--- src/rtl/mux_pkg.sv ---
// Shared constants and elaboration-time helpers for the pipelined word selector.
// Every tree level travels as one packed bundle {tag, err, data, residual sel}.
// The helpers below give the width and bit offset of each level in that layout.
package mux_pkg;

   localparam int TAG_W = 8;

   function automatic int clog2(input int value);
      int r;
      int v;
      r = 0;
      v = 1;
      while (v < value) begin
         v = v * 2;
         r++;
      end
      return r;
   endfunction

   function automatic int ipow(input int base, input int exp_n);
      int r;
      r = 1;
      for (int i = 0; i < exp_n; i++) r = r * base;
      return r;
   endfunction

   function automatic int stages_for(input int num_in, input int radix);
      int s;
      int span;
      s = 0;
      span = 1;
      while (span < num_in) begin
         span = span * radix;
         s++;
      end
      return s;
   endfunction

   // Bundle width at tree level lvl (level 0 = padded leaves, level stages = result).
   function automatic int level_w(input int lvl, input int stages, input int radix,
                                  input int width);
      return clog2(radix) * (stages - lvl) + ipow(radix, stages - lvl) * width + 1 + TAG_W;
   endfunction

   function automatic int level_off(input int lvl, input int stages, input int radix,
                                    input int width);
      int off;
      off = 0;
      for (int j = 0; j < lvl; j++) off = off + level_w(j, stages, radix, width);
      return off;
   endfunction

endpackage

--- src/rtl/mux_pipe_n_if.sv ---
// Request/result handshake bundle for mux_pipe_n.
// The master drives requests and accepts results; the slave is the selector.
interface mux_pipe_n_if #(
   parameter int WIDTH  = 32,
   parameter int NUM_IN = 32
);
   import mux_pkg::*;

   localparam int SEL_W = clog2(NUM_IN);

   logic                    in_valid;
   logic                    in_ready;
   logic [SEL_W-1:0]        in_sel;
   logic [NUM_IN*WIDTH-1:0] in_data;
   logic [TAG_W-1:0]        in_tag;
   logic                    out_valid;
   logic                    out_ready;
   logic [WIDTH-1:0]        out_data;
   logic [TAG_W-1:0]        out_tag;
   logic                    out_err;

   modport master (
      output in_valid, in_sel, in_data, in_tag, out_ready,
      input  in_ready, out_valid, out_data, out_tag, out_err
   );

   modport slave (
      input  in_valid, in_sel, in_data, in_tag, out_ready,
      output in_ready, out_valid, out_data, out_tag, out_err
   );

endinterface

--- src/rtl/mux_radix_stage.sv ---
// One registered level of the select tree: every group of RADIX candidates is
// reduced to one word with the low sel digit, and the remaining sel bits, tag
// and err ride along. The register reloads whenever it is empty or its content
// is taken downstream, so bubbles collapse and stalls propagate upstream.
module mux_radix_stage
   import mux_pkg::*;
#(
   parameter int WIDTH    = 32,
   parameter int NODES    = 1,
   parameter int RADIX    = 4,
   parameter int SEL_IN_W = 2
) (
   input  logic clock,
   input  logic reset,
   input  logic in_valid,
   output logic in_ready,
   input  logic [TAG_W+1+NODES*RADIX*WIDTH+SEL_IN_W-1:0] in_bus,
   output logic out_valid,
   input  logic out_ready,
   output logic [TAG_W+1+NODES*WIDTH+SEL_IN_W-clog2(RADIX)-1:0] out_bus
);

   localparam int LOG_R     = clog2(RADIX);
   localparam int SEL_OUT_W = SEL_IN_W - LOG_R;
   localparam int CAND_W    = NODES * RADIX * WIDTH;
   localparam int DATA_W    = NODES * WIDTH;
   localparam int IN_W      = TAG_W + 1 + CAND_W + SEL_IN_W;
   localparam int OUT_W     = TAG_W + 1 + DATA_W + SEL_OUT_W;

   logic [SEL_IN_W-1:0] sel;
   logic [CAND_W-1:0]   cand;
   logic                err;
   logic [TAG_W-1:0]    tag;
   logic [LOG_R-1:0]    digit;
   logic [DATA_W-1:0]   picked;
   logic [OUT_W-1:0]    nxt;
   logic [OUT_W-1:0]    bus_q;
   logic                valid_q;
   logic                load;

   assign sel   = in_bus[SEL_IN_W-1:0];
   assign cand  = in_bus[SEL_IN_W +: CAND_W];
   assign err   = in_bus[SEL_IN_W + CAND_W];
   assign tag   = in_bus[IN_W-1 -: TAG_W];
   assign digit = sel[LOG_R-1:0];

   // All groups at this level use the same digit, so one index per node.
   always_comb begin
      picked = '0;
      for (int n = 0; n < NODES; n++) begin
         picked[n*WIDTH +: WIDTH] = cand[(n*RADIX + int'(digit))*WIDTH +: WIDTH];
      end
   end

   // Residual sel sits in the low bits; on the last level it has no width left.
   assign nxt = (OUT_W'({tag, err, picked}) << SEL_OUT_W) | OUT_W'(sel >> LOG_R);

   assign load     = !valid_q || out_ready;
   assign in_ready = load;

   // Stage register: hold while stalled, refill (or bubble) when it drains.
   always_ff @(posedge clock or posedge reset) begin
      if (reset) begin
         valid_q <= 1'b0;
         bus_q   <= '0;
      end else begin
         if (load) valid_q <= in_valid;
         if (load && in_valid) bus_q <= nxt;
      end
   end

   assign out_valid = valid_q;
   assign out_bus   = bus_q;

endmodule

--- src/rtl/mux_pipe_n.sv ---
// Pipelined NUM_IN-to-1 word selector with a register after every radix-RADIX
// tree level and valid/ready flow control. Selects beyond NUM_IN land on the
// zero padding leaves, so they return zero data and are flagged on out_err.
module mux_pipe_n
   import mux_pkg::*;
#(
   parameter int WIDTH  = 32,
   parameter int NUM_IN = 32,
   parameter int RADIX  = 4
) (
   input  logic          clock,
   input  logic          reset,
   mux_pipe_n_if.slave   bus
);

   localparam int STAGES = stages_for(NUM_IN, RADIX);
   localparam int LOG_R  = clog2(RADIX);
   localparam int LEAVES = ipow(RADIX, STAGES);
   localparam int LEAF_W = LEAVES * WIDTH;
   localparam int SELP_W = STAGES * LOG_R;
   localparam int W0     = level_w(0, STAGES, RADIX, WIDTH);
   localparam int OFF_L  = level_off(STAGES, STAGES, RADIX, WIDTH);
   localparam int TREE_W = level_off(STAGES + 1, STAGES, RADIX, WIDTH);

   logic [TREE_W-1:0] tree;
   logic              vld [0:STAGES];
   logic              rdy [0:STAGES];
   logic              in_err;

   assign in_err = (32'(bus.in_sel) >= 32'(NUM_IN));

   // Leaf level: raw words zero-extended to a full RADIX^STAGES tree.
   assign tree[W0-1:0] = {bus.in_tag, in_err, LEAF_W'(bus.in_data), SELP_W'(bus.in_sel)};
   assign vld[0]       = bus.in_valid;
   assign bus.in_ready = rdy[0];

   for (genvar k = 0; k < STAGES; k++) begin : g_stage
      localparam int OFF_I = level_off(k, STAGES, RADIX, WIDTH);
      localparam int W_I   = level_w(k, STAGES, RADIX, WIDTH);
      localparam int OFF_O = level_off(k + 1, STAGES, RADIX, WIDTH);
      localparam int W_O   = level_w(k + 1, STAGES, RADIX, WIDTH);

      mux_radix_stage #(
         .WIDTH    (WIDTH),
         .NODES    (ipow(RADIX, STAGES - k - 1)),
         .RADIX    (RADIX),
         .SEL_IN_W (LOG_R * (STAGES - k))
      ) u_stage (
         .clock     (clock),
         .reset     (reset),
         .in_valid  (vld[k]),
         .in_ready  (rdy[k]),
         .in_bus    (tree[OFF_I +: W_I]),
         .out_valid (vld[k+1]),
         .out_ready (rdy[k+1]),
         .out_bus   (tree[OFF_O +: W_O])
      );
   end

   assign rdy[STAGES]   = bus.out_ready;
   assign bus.out_valid = vld[STAGES];
   assign bus.out_data  = tree[OFF_L +: WIDTH];
   assign bus.out_err   = tree[OFF_L + WIDTH];
   assign bus.out_tag   = tree[OFF_L + WIDTH + 1 +: TAG_W];

endmodule

--- src/flat_wrapper.sv ---
// flat-port wrapper written by rule: the top's interface ports become plain ports
module mux_pipe_n_flat import mux_pkg::*;
#(
   parameter int WIDTH  = 32,
   parameter int NUM_IN = 32,
   parameter int RADIX  = 4
)
  (clock, reset, bus_in_valid, bus_in_sel, bus_in_data, bus_in_tag, bus_out_ready, bus_in_ready, bus_out_valid, bus_out_data, bus_out_tag, bus_out_err);
  mux_pipe_n_if #(.WIDTH(WIDTH), .NUM_IN(NUM_IN)) bus_i ();
  input  logic clock;
  input  logic reset;
  input wire logic [$bits(bus_i.in_valid)-1:0] bus_in_valid;
  input wire logic [$bits(bus_i.in_sel)-1:0] bus_in_sel;
  input wire logic [$bits(bus_i.in_data)-1:0] bus_in_data;
  input wire logic [$bits(bus_i.in_tag)-1:0] bus_in_tag;
  input wire logic [$bits(bus_i.out_ready)-1:0] bus_out_ready;
  output wire logic [$bits(bus_i.in_ready)-1:0] bus_in_ready;
  output wire logic [$bits(bus_i.out_valid)-1:0] bus_out_valid;
  output wire logic [$bits(bus_i.out_data)-1:0] bus_out_data;
  output wire logic [$bits(bus_i.out_tag)-1:0] bus_out_tag;
  output wire logic [$bits(bus_i.out_err)-1:0] bus_out_err;
  assign bus_i.in_valid = bus_in_valid;
  assign bus_i.in_sel = bus_in_sel;
  assign bus_i.in_data = bus_in_data;
  assign bus_i.in_tag = bus_in_tag;
  assign bus_i.out_ready = bus_out_ready;
  assign bus_in_ready = bus_i.in_ready;
  assign bus_out_valid = bus_i.out_valid;
  assign bus_out_data = bus_i.out_data;
  assign bus_out_tag = bus_i.out_tag;
  assign bus_out_err = bus_i.out_err;
  mux_pipe_n #(.WIDTH(WIDTH), .NUM_IN(NUM_IN), .RADIX(RADIX)) u_core (.clock(clock), .reset(reset), .bus(bus_i));
endmodule
--- config.mk ---
export PLATFORM = sky130hd
export DESIGN_NAME = mux_pipe_n_flat
export DESIGN_NICKNAME = d
export VERILOG_FILES = /design/src/rtl/mux_pkg.sv /design/src/rtl/mux_pipe_n_if.sv /design/src/rtl/mux_radix_stage.sv /design/src/rtl/mux_pipe_n.sv /design/src/flat_wrapper.sv
export SDC_FILE = /design/constraint.sdc
export NUM_CORES = 1
export LEC_CHECK = 0
export ABC_CLOCK_PERIOD_IN_PS = 15200
export BUFFER_PORTS_ARGS = -buffer_cell sky130_fd_sc_hd__buf_2
export CAP_MARGIN = 10
export CORE_AREA = 3 3 417 419
export CTS_BUF_LIST = sky130_fd_sc_hd__clkbuf_8
export DETAILED_ROUTE_END_ITERATION = 10
export DIE_AREA = 0 0 420 422
export PLACE_DENSITY = 0.41
export SYNTH_ARGS = -nofsm -noshare
export SYNTH_HDL_FRONTEND = slang
export SYNTH_SLANG_ARGS = --single-unit
--- constraint.sdc ---
create_clock -name clock -period 15.2 [get_ports clock]
set_input_delay 1.52 -clock clock [delete_from_list [all_inputs] [get_ports clock]]
set_output_delay 1.52 -clock clock [all_outputs]
set_load 0.005 [all_outputs]
* Yosys cells after proc, flatten, opt, wreduce, memory -nomap -nowiden
Cells that the tools add are included.
** Word-level totals
- Bits in registers :: 708
- Word-level logic and storage cells :: 56
** Cells by class
- Add/subtract/negate cells :: 18
- Shifts and indexed selects :: 21
- Bitwise logic cells :: 2
- Reduce and logical (&&, ||, !) cells :: 9
** Operators with widths (number)
- 2048-bit by 13-bit indexed part select with 32-bit output :: 8
- 2048-bit by 12-bit indexed part select with 32-bit output :: 4
- 2048-bit by 11-bit indexed part select with 32-bit output :: 2
- 2048-bit by 10-bit indexed part select with 32-bit output :: 1
- 2048-bit by 8-bit indexed part select with 32-bit output :: 1
- 512-bit by 11-bit indexed part select with 32-bit output :: 2
- 525-bit by 3-bit OR with 525-bit output :: 1
- 512-bit by 10-bit indexed part select with 32-bit output :: 1
- 512-bit by 8-bit indexed part select with 32-bit output :: 1
- 139-bit by 2-bit OR with 139-bit output :: 1
- 128-bit by 8-bit indexed part select with 32-bit output :: 1
- 6-bit by 2-bit adder with 7-bit output, first input constant :: 8
- 5-bit by 2-bit adder with 6-bit output, first input constant :: 4
- 4-bit by 2-bit adder with 5-bit output, first input constant :: 4
- 3-bit by 2-bit adder with 4-bit output, first input constant :: 2
- 1-bit logical AND :: 3
- 1-bit logical NOT :: 3
- 1-bit logical OR :: 3

* Depth between registers and ports, before layout
Gate-level depths: netlist of run 1.
- Word-level depth :: 5
- Gate-level depth with buffers :: 5
- Gate-level depth less buffers :: 3

* Hierarchy
From an unflattened synthesis of run 1, not the netlist that was laid out.
** Unflattened totals
- Cell total of the unflattened synthesis :: 2324
- Area total of the unflattened synthesis :: 42380.6 µm²
** Modules (own cells, without submodules)
- mux_radix_stage at u_core.g_stage[0].u_stage :: instances 1, cells each 1739, area each 31779.2 µm², seq. area each 13162.6 µm²
- mux_radix_stage at u_core.g_stage[1].u_stage :: instances 1, cells each 454, area each 8265.4 µm², seq. area each 3503.4 µm²
- mux_radix_stage at u_core.g_stage[2].u_stage :: instances 1, cells each 130, area each 2332.2 µm², seq. area each 1051.0 µm²
- mux_pipe_n :: instances 1, cells each 1, area each 3.8 µm², seq. area each 0.0 µm²

* Worst setup path before layout of run 1
No wires, ideal clock.
- Path type :: input port to output port
- From :: input bus_out_ready
- To :: output bus_in_ready
- Data arrival time :: 1723 ps
- Required time :: 13680 ps
- Path slack :: 11957 ps
- Cell stages on the path :: 1
- Buffers on the path :: 0
- Path through :: nand4b_1
** Between the ends
- Word-level cells in the longest chain between the ends :: 3
** Ends and longest elaborated chain
- from (decl) :: RTL line flat_wrapper.sv:16 : input wire logic [$bits(bus_i.out_ready)-1:0] bus_out_ready;
- 1-bit logical OR (3 in series) :: RTL line mux_radix_stage.sv:58 : assign load = !valid_q || out_ready;
- to (decl) :: RTL line flat_wrapper.sv:17 : output wire logic [$bits(bus_i.in_ready)-1:0] bus_in_ready;
Every way passes these cells.

* Worst setup path in the final report of run 1
- From :: input bus_in_sel[0]
- To :: register u_core.g_stage[0].u_stage.bus_q[188]
** Between the ends
- Word-level cells in the longest chain between the ends :: 3
** Ends and longest elaborated chain
- from (decl) :: RTL line flat_wrapper.sv:13 : input wire logic [$bits(bus_i.in_sel)-1:0] bus_in_sel;
- 5-bit by 2-bit adder with 6-bit output :: RTL line mux_radix_stage.sv:51 : picked[n*WIDTH +: WIDTH] = cand[(n*RADIX + int'(digit))*WIDTH +: WIDTH];
- 2048-bit by 12-bit indexed part select with 32-bit output :: RTL line mux_radix_stage.sv:51
- 525-bit by 3-bit OR with 525-bit output :: RTL line mux_radix_stage.sv:56 : assign nxt = (OUT_W'({tag, err, picked}) << SEL_OUT_W) | OUT_W'(sel >> LOG_R);
- to (signal assigned) :: RTL line mux_radix_stage.sv:68 : if (load && in_valid) bus_q <= nxt;
- to (decl) :: RTL line mux_radix_stage.sv:37 : logic [OUT_W-1:0] bus_q;
Every way passes these cells.
A chain may end at the register's enable or synchronous reset.

==> key figures, run 1 <==
Timing
  – RSZ-0062 raised after global routing: false
  – Worst Max-Slew Pin Slew: approximately 0.94 ns
  – Max Clock Freq: roughly 210 MHz
  – Worst relative slew slack: 0.3726
  – Crit share post-route: 0.3072
  – # setup viols final: 0
  – Final hold vios: 0
  – Final clock skew: 0.04366 ns
  – Setup_tns: 0 ns
  – Pins Over Slew Limit: 0
  – Crit path time final: approximately 4.7 ns

Power and ir drop
  – Static leakage: between 0.01 and 0.015 uW
  – Maximum vdd drop: between 0.00005 and 0.00006 V
  – PwrDens: approximately 120 nW/um^2
  – Final total power: roughly 3900 uW

Floorplanning
  – Die footprint: about 180000 sq um
  – Initial Utilization: 0.1301
  – Chip height: approximately 420 um
  – Num ports: between 1000 and 1500
  – Core area: between 150000 and 200000 sq um
  – Die Wd: approximately 420 um
  – FP Rows: 152

Worst setup path
  – CP endpoint kind: flop
  – Arrival time worst endpoint: 5.28 ns
  – Crit Path Category: input pin to flop
  – Worst setup SP type: input pin
  – Worst stage delay on the critical path: approximately 0.78 ns
  – Worst-path cell chain: buf_8, buf_4, buf_4, buf_4, mux4_2, mux2_2
  – Most used cell along the critical path: buf_4
  – Crit-path max FO: 66
  – Critical Path RT: 15.81 ns
  – Worst Reg-to-Reg Cells: 5
  – Slowest-stage cell, CP: buf_4

Synth
  – EDFF count, synth: 0
  – Synth area leaders: dfrtp_1 (43%), mux4_2 (32%), mux2_2 (18%)
  – Top cell type by total area after synthesis: dfrtp_1
  – Main flop type after synthesis: dfrtp_1
  – Cell Area, Synth: 22250 sq um
  – Largest family of logic cells by synthesized area: multiplexers
  – Most frequent cells after synthesis: dfrtp_1 (383), mux2_2 (348), mux4_2 (320)
  – Syn nets: between 2000 and 2500
  – Compound-Gate Fraction of Synth Area: 0.01620
  – Asr flop ratio synth: 1.000
  – Mux cell area share after synthesis: 0.5144
  – Post-synth cell types: 17
  – #FFs+latches synth: 383
  – Cell with the most instances after synthesis: dfrtp_1
  – Number of synthesis warnings: 0
  – Sequential element share of the synthesized area: 0.4307
  – Adder-Cell Fraction of Synth Area: 0
  – Post-Synth Simple-Gate Area: 0.002362
  – Top-area cell type share of the netlist area: 0.4307
  – Cells after Synth: 1284
  – Post-Synth XOR/XNOR Area: 0
  – Syn avg cell area: 17.33 sq um

Global routing
  – Total grt overflow: 0
  – Global-route wire length before repair: around 170000 um
  – Initial antenna violation count: just over 80
  – Largest net degree at the start of global routing: approximately 120
  – Vias in the first global route: 19120
  – GRT Util Overall: 0.1380

Finish
  – Layout Utilization: 0.1865
  – Fillcell total: between 15000 and 20000
  – Layout cells sized above 1: 0.7910
  – Area Growth Syn to Fin: 43.34%
  – Layout net count: between 3000 and 4000
  – Cell area after layout: approximately 32000 sq um

Status
  – Status: completed

Route
  – Routed Antenna Nets: 0
  – Vias post-DR: between 15000 and 20000
  – Router iterations before antenna repair: 5
  – 1st-iter DRT viols: 929
  – Final WL: ~130000 um
  – WL/cell: 26.97 um
  – Routed vias/inst: between 3 and 4
  – DRC Markers: 0

CTS
  – TritonCTS clock tree: yes
  – CTS Root Cell: clkbuf_8
  – Number of setup buffers added after CTS: 0
  – Post-cts sizing count: 0
  – Worst-skew pair later-pin latency: around 0.73 ns
  – CTS clk-pin slew, worst paths: around 0.060 ns
  – CTS buffer count: 87
  – H-Tree Depth: 3
  – Post-CTS Hold Fix Bufs: 0
  – Sink Count: approximately 380
  – Clk buf depth: 3

Place
  – Final HPWL DP: 103200 um
  – Post-placement cell area: roughly 30000 sq um
  – IO Port Bufs: approximately 1100
  – Gpl congestion: slightly above 0.9

Min path
  – HP Class: flop to flop
  – Hold depth: 1

Job
  – Number of max-cap violations: 0
## state kept, by name, summed over array words and instances (netlist names)
signal and cells:
u_core.g_stage.u_stage.out_valid 3, u_core.g_stage.u_stage.out_bus 380
## worst paths after layout
check | startpoint | endpoint | slack (ns)
setup / recovery | bus_in_sel[0] | u_core.g_stage[0].u_stage.out_bus[188] | 10.53
hold / removal | u_core.g_stage[1].u_stage.out_bus[134] | u_core.g_stage[2].u_stage.out_bus[36] | 0.48
setup reg to reg | u_core.g_stage[2].u_stage.out_valid | u_core.g_stage[0].u_stage.out_bus[137] | 11.67
hold reg to reg | u_core.g_stage[1].u_stage.out_bus[134] | u_core.g_stage[2].u_stage.out_bus[36] | 0.48
max in group asynchronous | reset | u_core.g_stage[0].u_stage.out_bus[1] | 12.26
min in group asynchronous | reset | u_core.g_stage[0].u_stage.out_bus[189] | 0.84
## cells in the final DEF, fill, tap and decap left out
cell and n:
bufinv_16 6, nand4b_1 1, conb_1 1, clkbuf_8 109
mux4_2 320, dfrtp_2 2, nand2b_4 1, clkinv_2 9
buf_4 23, clkinvlp_4 3, nand2b_1 3, mux2_2 348
diode_2 21, nand2_4 2, mux2i_1 32, inv_6 1
clkinv_8 2, dfrtp_4 2, buf_8 2, nand2_1 1
inv_8 1, a31oi_1 32, buf_12 1, a21oi_1 32
inv_12 3, buf_2 1080, nand3b_1 1, inv_1 24
dfrtp_1 379
## metrics by stage
step | cells | setup slack [ns] | hold WS (ns)
after detailed placement | 4497 | 9.598 | 0.4872
after floorplan | 1284 | 3.038 | 0.4570
final | 4675 | 10.53 | 0.4786
after CTS | 4654 | 10.49 | 0.4779
after global placement | 4497 | 9.603 | 0.4777
after global routing | 4671 | 10.18 | 0.5017
## routing by layer
| layer | part of all wire | track usage |
|---|---|---|
| met2 | 0.50 | 0.2310 |
| met5 | 0.00040 | 0.008201 |
| met3 | 0.059 | 0.03319 |
| met1 | 0.41 | 0.1703 |
| met4 | 0.031 | 0.05146 |
## cell type report
type / count / area, sq um / share of cell area
antenna: 21 / 52.55 / 0.001648
clock buffer: 109 / 1500 / 0.04704
clock inverter: 48 / 427.9 / 0.01342
inverter: 1 / 11.26 / 0.0003531
multi-input combinational: 774 / 11890 / 0.3727
sequential: 383 / 9594 / 0.3008
tap: 2233 / 2794 / 0.08760
timing repair buffer: 1106 / 5628 / 0.1765
## cell families after synthesis
group                  Yosys count
AND/OR/NAND/NOR                  9
AO/OA/AOI/OAI                   64
multiplexers                   700
flip-flops                     383
other                            1
buffers and inverters          127
## power by group
group          total (uW)  switching, uW  internal [uW]
Clock                1320            567            755
Sequential           1540            239           1300
Combinational        1040            463            574
## critical path, delay by kind of cell
family / cells / cell delay, ns
buffers and inverters: 4 / 2.68
multiplexers: 2 / 0.88
Power figures use the tool's default switching activity.
==> inputs of run 2 (changes only) <==
--- a/config.mk
+++ b/config.mk
@@ -5,14 +5,15 @@
 export SDC_FILE = /design/constraint.sdc
 export NUM_CORES = 1
 export LEC_CHECK = 0
-export ABC_CLOCK_PERIOD_IN_PS = 15200
+export ABC_AREA = 1
+export ABC_CLOCK_PERIOD_IN_PS = 4300
 export BUFFER_PORTS_ARGS = -buffer_cell sky130_fd_sc_hd__buf_2
 export CAP_MARGIN = 10
-export CORE_AREA = 3 3 417 419
+export CORE_AREA = 3 3 426 428
 export CTS_BUF_LIST = sky130_fd_sc_hd__clkbuf_8
 export DETAILED_ROUTE_END_ITERATION = 10
-export DIE_AREA = 0 0 420 422
-export PLACE_DENSITY = 0.41
+export DIE_AREA = 0 0 429 431
+export PLACE_DENSITY = 0.45
 export SYNTH_ARGS = -nofsm -noshare
 export SYNTH_HDL_FRONTEND = slang
 export SYNTH_SLANG_ARGS = --single-unit
==> constraint.sdc (replaced) <==
create_clock -name clock -period 4.3 [get_ports clock]
set_input_delay 0.43 -clock clock [delete_from_list [all_inputs] [get_ports clock]]
set_output_delay 0.43 -clock clock [all_outputs]
set_load 0.005 [all_outputs]
==> key figures, run 2 <==
Worst setup path
  – Worst R2R End: u_core.g_stage[0].u_stage.out_bus[176]
  – CP endpoint kind: flop
  – Critical Path RT: 4.99 ns (-10.82 ns)
  – Worst Reg-to-Reg Cells: 6 (+1)
  – End of the critical path: u_core.g_stage[0].u_stage.out_bus[152]
  – Reg2reg setup slack: 2.05 ns (-9.62 ns)
  – Arrival time worst endpoint: 3.50 ns (-1.78 ns)
  – Worst setup SP type: input pin
  – Crit Path Category: input pin to flop
  – Crit path from: bus_in_sel[0]
  – Crit-path max FO: 153 (+130%)
  – FF-to-FF Start: u_core.g_stage[2].u_stage.out_valid

CTS
  – Number of setup buffers added after CTS: 0 (unchanged)
  – H-Tree Depth: 3 (unchanged)
  – Worst-skew pair later-pin latency: 0.75 ns (+0.02 ns)
  – CTS clk-pin slew, worst paths: 0.06 ns (about the same)
  – Post-cts sizing count: 0 (unchanged)
  – CTS buffer count: 84 (-3.4%)
  – TritonCTS clock tree: yes
  – Sink Count: 383 (unchanged)
  – Clk buf depth: 3 (unchanged)
  – CTS Root Cell: clkbuf_8

Global routing
  – Initial antenna violation count: 29 (-65%)
  – Met1 Usage GRT: 0.2279 (+0.05757)
  – GRT Util Overall: 0.1759 (+0.03785)
  – Top Usage Layer GRT: met2
  – GR Util met2: 0.3087 (+0.07769)
  – Largest net degree at the start of global routing: 154 (+34%)
  – Met3 Resource Use GR: 0.02451 (-0.008679)
  – Global-route wire length before repair: 240300 um (+45%)
  – Vias in the first global route: 35290 (+85%)
  – Total grt overflow: 0 (unchanged)

Synth
  – Syn avg cell area: 5.544 sq um (-68%)
  – Top cell type by total area after synthesis: nand2_1
  – Adder-Cell Fraction of Synth Area: 0 (unchanged)
  – Post-Synth Simple-Gate Area: 0.4468 (+0.4444)
  – Post-synth cell types: 16 (-1)
  – Post-Synth XOR/XNOR Area: 0 (unchanged)
  – Main flop type after synthesis: dfrtp_1
  – Top-area cell type share of the netlist area: 0.3392 (-0.09158)
  – Cell with the most instances after synthesis: nand2_1
  – Mux cell area share after synthesis: 0 (-0.5144)
  – Sequential element share of the synthesized area: 0.3191 (-0.1117)
  – Cell Area, Synth: 30040 sq um (+35%)
  – Largest family of logic cells by synthesized area: simple AND/OR/NAND/NOR gates
  – Asr flop ratio synth: 1.000 (unchanged)
  – Syn nets: 6459 (+180%)
  – Cells after Synth: 5418 (+320%)
  – EDFF count, synth: 0 (unchanged)
  – Most frequent cells after synthesis: nand2_1 (2714), inv_1 (1324), nand3_1 (641)
  – Synth area leaders: nand2_1 (34%), dfrtp_1 (32%), inv_1 (17%)
  – Number of synthesis warnings: 0 (unchanged)
  – #FFs+latches synth: 383 (unchanged)
  – Compound-Gate Fraction of Synth Area: 0.01066 (-0.005531)

Place
  – Gpl congestion: 0.9079 (-2.7%)
  – IO Port Bufs: 1082 (unchanged)
  – Final HPWL DP: 131100 um (+27%)
  – Post-placement cell area: 37390 sq um (+25%)

Floorplanning
  – Num ports: 1084 (unchanged)
  – Core area: 178200 sq um (+4.2%)
  – Die footprint: 184900 sq um (+4.3%)
  – Chip height: 431 um (+2.1%)
  – Die Wd: 429 um (+2.1%)
  – Initial Utilization: 0.1685 (+0.03839)
  – FP Rows: 155 (+2.0%)

Finish
  – Most common cell after layout, fill and taps aside: nand2_1
  – Area taken by multi-input logic gates: 13760 sq um (+16%)
  – Layout cells sized above 1: 0.1971 (-0.5939)
  – Layout net count: 7476 (+120%)
  – Layout Utilization: 0.2247 (+0.03820)
  – Fillcell total: 20940 (+12%)
  – Commonest non-fill, non-tap cells in the layout: nand2_1 (2712), inv_1 (1344), buf_2 (1080), nand3_1 (641), dfrtp_1 (380)
  – Cell area after layout: 40050 sq um (+26%)
  – Seq. cell area: 9593 sq um (about the same)
  – Area Growth Syn to Fin: 33.35%
  – Number of flip-flops in the largest register: 380 (unchanged)

Route
  – Routed vias/inst: 3.982 (+5.3%)
  – DRC Markers: 0 (unchanged)
  – WL/cell: 19.00 um (-30%)
  – 1st-iter DRT viols: 2340 (+150%)
  – Routed Antenna Nets: 0 (unchanged)
  – Final WL: 168500 um (+34%)
  – Vias post-DR: 35310 (+100%)
  – Router iterations before antenna repair: 5 (unchanged)

Timing
  – Final clock skew: 0.03806 ns (-0.005598 ns)
  – Pins Over Slew Limit: 0 (unchanged)
  – Crit share post-route: 0.6552
  – # setup viols final: 0 (unchanged)
  – Crit path time final: around 2.8 ns
  – Final hold vios: 0 (unchanged)
  – Worst Max-Slew Pin Slew: 1.077 ns (+0.1362 ns)
  – RSZ-0062 raised after global routing: false
  – Worst relative slew slack: 0.2818 (-0.09079)
  – Max Clock Freq: between 300 and 400 MHz
  – Final hold slack: 0.09490 ns (-0.3837 ns)

Power and ir drop
  – Combinational fraction of design power: 0.349 (+0.083)
  – Final total power: 14560 uW (+270%)
  – PwrDens: 363.5 nW/um^2 (+200%)
  – Static leakage: 0.02619 uW (+92%)
  – Maximum vdd drop: 0.0002196 V (+270%)
  – Power share of the sequential group: 0.355 (-0.039)
  – Switching power share of the total: 0.4118 (+0.08609)
  – NetSw: 5996 uW (+370%)
  – Clock share of power: 0.296 (-0.043)
  – Int Pwr: 8565 uW (+230%)

Min path
  – HP Class: input pin to flop

Job
  – Number of max-cap violations: 0 (unchanged)

Status
  – Status: completed
## run 2: cell types whose count changed after synthesis, sizes merged, moves of 3 or more
cell,change
inv,+1328
nand2,+2712
a31oi,-32
mux2i,-32
o211ai,+32
nand2b,-4
mux4,-320
clkbuf,-3
a21oi,-32
mux2,-348
buf,+177
nand3,+641
o21ai,+16
## run 2: cell families (layout without fill, tap and decap cells)
logic type	count (synthesis)	count (layout)
flip-flops	383	383
other	1	18
AO/OA/AOI/OAI	48	48
AND/OR/NAND/NOR	3357	3357
buffers and inverters	1629	2706
## run 2: metrics by stage
stage	setup TNS (ns)	cells	setup WS (ns)
global route	0	8861	1.426
global placement	0	8615	1.725
floorplan	-489.47	5418	-1.278
CTS	0	8850	1.663
detailed placement	0	8615	1.706
finish	0	8867	1.483
## run 2: final cells by class
type / count / area share
repair buffers: 1231 / 0.1736
well taps: 2355 / 0.07356
diodes: 17 / 0.001062
flip-flops and latches: 383 / 0.2395
inverters: 1329 / 0.1256
clock inverters: 36 / 0.005498
multi-input cells: 3406 / 0.3435
clock buffers: 110 / 0.03780
## run 2: worst min path at each step
stage	start	end	slack (ns)	cells past startpoint
detailed placement	u_core.g_stage[2].u_stage.out_bus[31]	u_core.g_stage[2].u_stage.out_bus[31]	0.46	2
finish	bus_in_data[559]	u_core.g_stage[0].u_stage.out_bus[147]	0.09	7
floorplan	u_core.g_stage[0].u_stage.out_bus[2]	u_core.g_stage[1].u_stage.out_bus[0]	0.44	2
global placement	u_core.g_stage[0].u_stage.out_bus[518]	u_core.g_stage[1].u_stage.out_bus[132]	0.46	2
global route	bus_in_data[186]	u_core.g_stage[0].u_stage.out_bus[62]	0.05	7
CTS	bus_in_data[962]	u_core.g_stage[0].u_stage.out_bus[230]	0.0004	7
## run 2: routing by layer
metal,up-vias,part of all wire
li1,17530,-
met1,16600,0.44
met2,1008,0.50
met3,163,0.043
met4,6,0.019
met5,-,0.00024
## run 2: timing repair
action                     in CTS  in global routing
setup endpoints to repair       0                  0
hold endpoints to repair       73                  0
hold buffers                   89                  0
## run 2: critical path, cell delays in order
cell and delay (ns):
buf_8 0.51, inv_16 0.34, buf_4 0.43, nand2_1 0.07
nand3_1 0.05, dlygate4sd3_1 0.58, nand2_1 0.05, dlygate4sd3_1 0.54
nand2_1 0.05, nand2_1 0.08
## run 2: power groups by stage
stage          Combinational, uW  Clock [uW]  Sequential, uW
2_1_floorplan               2820           0            4960
3_3_place_gp                5170           0            5230
3_5_place_dp                5170           0            5230
4_1_cts                     5270        4540            5190
5_1_grt                     5760        4660            5300
6_report                    5080        4310            5170
==> inputs of run 3 (changes only) <==
--- a/config.mk
+++ b/config.mk
@@ -6,14 +6,14 @@
 export NUM_CORES = 1
 export LEC_CHECK = 0
 export ABC_AREA = 1
-export ABC_CLOCK_PERIOD_IN_PS = 4300
+export ABC_CLOCK_PERIOD_IN_PS = 2400
 export BUFFER_PORTS_ARGS = -buffer_cell sky130_fd_sc_hd__buf_2
 export CAP_MARGIN = 10
-export CORE_AREA = 3 3 426 428
+export CORE_AREA = 3 3 422 424
 export CTS_BUF_LIST = sky130_fd_sc_hd__clkbuf_8
 export DETAILED_ROUTE_END_ITERATION = 10
-export DIE_AREA = 0 0 429 431
-export PLACE_DENSITY = 0.45
+export DIE_AREA = 0 0 425 427
+export PLACE_DENSITY = 0.46
 export SYNTH_ARGS = -nofsm -noshare
 export SYNTH_HDL_FRONTEND = slang
 export SYNTH_SLANG_ARGS = --single-unit
==> constraint.sdc (replaced) <==
create_clock -name clock -period 2.4 [get_ports clock]
set_input_delay 0.24 -clock clock [delete_from_list [all_inputs] [get_ports clock]]
set_output_delay 0.24 -clock clock [all_outputs]
set_load 0.005 [all_outputs]
==> key figures, run 3 (same netlist as run 2, synthesis figures left out) <==
Status
  – Status: completed

Worst setup path
  – Crit-path max FO: 1 (-99%)
  – Worst setup SP type: input pin
  – Arrival time worst endpoint: 2.93 ns (-0.57 ns)
  – Crit Path Category: input pin to flop
  – Critical Path RT: 3.03 ns (-1.96 ns)
  – CP endpoint kind: flop

CTS
  – Number of setup buffers added after CTS: 0 (unchanged)
  – H-Tree Depth: 3 (unchanged)
  – CTS buffer count: 81 (-3.6%)
  – CTS Root Cell: clkbuf_8
  – TritonCTS clock tree: yes
  – Sink Count: 383 (unchanged)
  – Post-cts sizing count: 0 (unchanged)
  – Clk buf depth: 3 (unchanged)
  – Worst-skew pair later-pin latency: 0.75 ns (about the same)
  – CTS clk-pin slew, worst paths: 0.06 ns (about the same)

Route
  – 1st-iter DRT viols: 2495 (+6.6%)
  – Final WL: 165900 um (-1.5%)
  – Router iterations before antenna repair: 8 (+3)
  – Routed Antenna Nets: 0 (unchanged)
  – Routed vias/inst: 3.984 (about the same)
  – DRC Markers: 0 (unchanged)
  – Vias post-DR: 37770 (+7.0%)
  – WL/cell: 17.50 um (-7.9%)

Timing
  – # setup viols final: 0 (unchanged)
  – Worst relative slew slack: 0.3822 (+0.1004)
  – Setup_tns: 0 ns (unchanged)
  – RSZ-0062 raised after global routing: false
  – Pins Over Slew Limit: 0 (unchanged)
  – Final hold vios: 0 (unchanged)
  – Final clock skew: 0.06333 ns (+0.02527 ns)
  – Crit share post-route: 0.9571
  – PnR worst setup slack: 0.1030 ns (-1.380 ns)
  – Worst Max-Slew Pin Slew: 0.9267 ns (-0.1506 ns)
  – Max Clock Freq: 435.3 MHz
  – Final hold slack: 0.04460 ns (-0.05030 ns)
  – Crit path time final: 2.297 ns

Place
  – DP Worst Slack: 0.5616 ns (-1.144 ns)
  – Post-placement cell area: 37790 sq um (+1.1%)
  – Final HPWL DP: 127900 um (-2.4%)
  – IO Port Bufs: 1082 (unchanged)
  – Placed cell count: 8612 (-0.035%)
  – Gpl congestion: 0.9000 (-0.87%)

Global routing
  – GRT Util Overall: 0.1761 (+0.0002536)
  – Largest net degree at the start of global routing: 148 (-3.9%)
  – Vias in the first global route: 38380 (+8.8%)
  – Global-route wire length before repair: 239600 um (-0.29%)
  – Total grt overflow: 0 (unchanged)
  – Initial antenna violation count: 29 (unchanged)

Finish
  – Cell area after layout: 46640 sq um (+16%)
  – Layout cells sized above 1: 0.1835 (-0.01356)
  – Area Growth Syn to Fin: 55.28%
  – Layout net count: 8112 (+8.5%)
  – Post-Layout Cell Count: 9482 (+6.9%)
  – Commonest non-fill, non-tap cells in the layout: nand2_1 (2712), inv_1 (1341), buf_2 (1080), dlygate4sd3_1 (701), nand3_1 (641)
  – Most common cell after layout, fill and taps aside: nand2_1
  – Seq. cell area: 9593 sq um (unchanged)
  – Number of flip-flops in the largest register: 380 (unchanged)
  – Fillcell total: 20070 (-4.1%)
  – Area taken by multi-input logic gates: 13760 sq um (unchanged)

Min path
  – HP Class: input pin to flop

Floorplanning
  – Num ports: 1084 (unchanged)
  – Chip height: 427 um (-0.93%)
  – Initial Utilization: 0.1724 (+0.003892)
  – FP Rows: 153 (-1.3%)
  – Die Wd: 425 um (-0.93%)
  – Core area: 174200 sq um (-2.3%)
  – Die footprint: 181500 sq um (-1.9%)

Power and ir drop
  – Combinational fraction of design power: 0.377 (+0.028)
  – Static leakage: 0.02873 uW (+9.7%)
  – Maximum vdd drop: 0.0004222 V (+92%)
  – Clock share of power: 0.287 (-0.009)
  – Int Pwr: 16570 uW (+93%)
  – Switching power share of the total: 0.4000 (-0.01184)
  – Power share of the sequential group: 0.336 (-0.019)
  – NetSw: 11050 uW (+84%)
  – PwrDens: 592.1 nW/um^2 (+63%)

Job
  – Number of max-cap violations: 0 (unchanged)
-- run 3: changes by cell type in the layout (fill, tap and decap cells not counted), moves of 4 or more --
| cell | delta |
|---|---|
| buf_12 | +19 |
| dlygate4sd3_1 | +612 |
| clkbuf_8 | -5 |
| diode_2 | +7 |
| clkinv_2 | +4 |
| buf_4 | +8 |
-- run 3: final timing paths --
| path | slack (ns) | to | cells after the start | from |
|---|---|---|---|---|
| min in group asynchronous | 0.16 | u_core.g_stage[0].u_stage.out_bus[152] | 4 | reset |
| worst max-delay path | 0.10 | u_core.g_stage[0].u_stage.out_bus[71] | 11 | bus_in_data[291] |
| max in group asynchronous | 1.36 | u_core.g_stage[0].u_stage.out_bus[81] | 5 | reset |
| worst min-delay path | 0.04 | u_core.g_stage[0].u_stage.out_bus[117] | 7 | bus_in_data[401] |
| worst min register to register | 0.48 | u_core.g_stage[2].u_stage.out_bus[12] | 2 | u_core.g_stage[2].u_stage.out_bus[12] |
| worst max register to register | 0.54 | u_core.g_stage[1].u_stage.out_bus[39] | 7 | u_core.g_stage[0].u_stage.out_bus[0] |
-- run 3: critical path, cell delays in order --
cell	delay, ns
dlygate4sd3_1	0.54
buf_2	0.12
inv_1	0.04
nand2_1	0.04
dlygate4sd3_1	0.57
nand3_1	0.08
dlygate4sd3_1	0.54
nand2_1	0.06
dlygate4sd3_1	0.58
nand2_1	0.07
nand2_1	0.05
-- run 3: per-stage QoR --
stage / total power, uW / util
6_report: 27610 / 0.2677
3_5_place_dp: 18780 / 0.2169
5_1_grt: 29720 / 0.2677
4_1_cts: 28230 / 0.2674
3_3_place_gp: 18820 / 0.2169
2_1_floorplan: 13940 / -
-- run 3: repair_timing --
action	in CTS	in global routing
hold buffers	701	0
endpoints found under the setup margin	0	0
hold endpoints to repair	537	0
-- run 3: layout make-up --
class | instances | share of cell area
Sequential cell | 383 | 0.2057
Antenna cell | 24 | 0.001288
Timing Repair Buffer | 1870 | 0.2898
Clock inverter | 40 | 0.007029
Tap cell | 2325 | 0.06237
Clock buffer | 105 | 0.03099
Multi-Input combinational cell | 3406 | 0.2950
Inverter | 1329 | 0.1078
-- run 3: power groups by stage --
stage	Sequential [uW]	Combinational (uW)	Clock [uW]
global route	9460	11700	8540
finish	9270	10400	7930
CTS	9300	10700	8270
detailed placement	9380	9400	0
floorplan	8890	5050	0
global placement	9370	9450	0
-- run 3: layer usage --
| layer | global-route usage | routed length, um | part of all wire |
|---|---|---|---|
| met1 | 0.2336 | 74860 | 0.45 |
| met2 | 0.2910 | 77670 | 0.47 |
| met3 | 0.02216 | 7215 | 0.043 |
| met4 | 0.06610 | 6150 | 0.037 |
| met5 | 0 | 13 | 0.000078 |
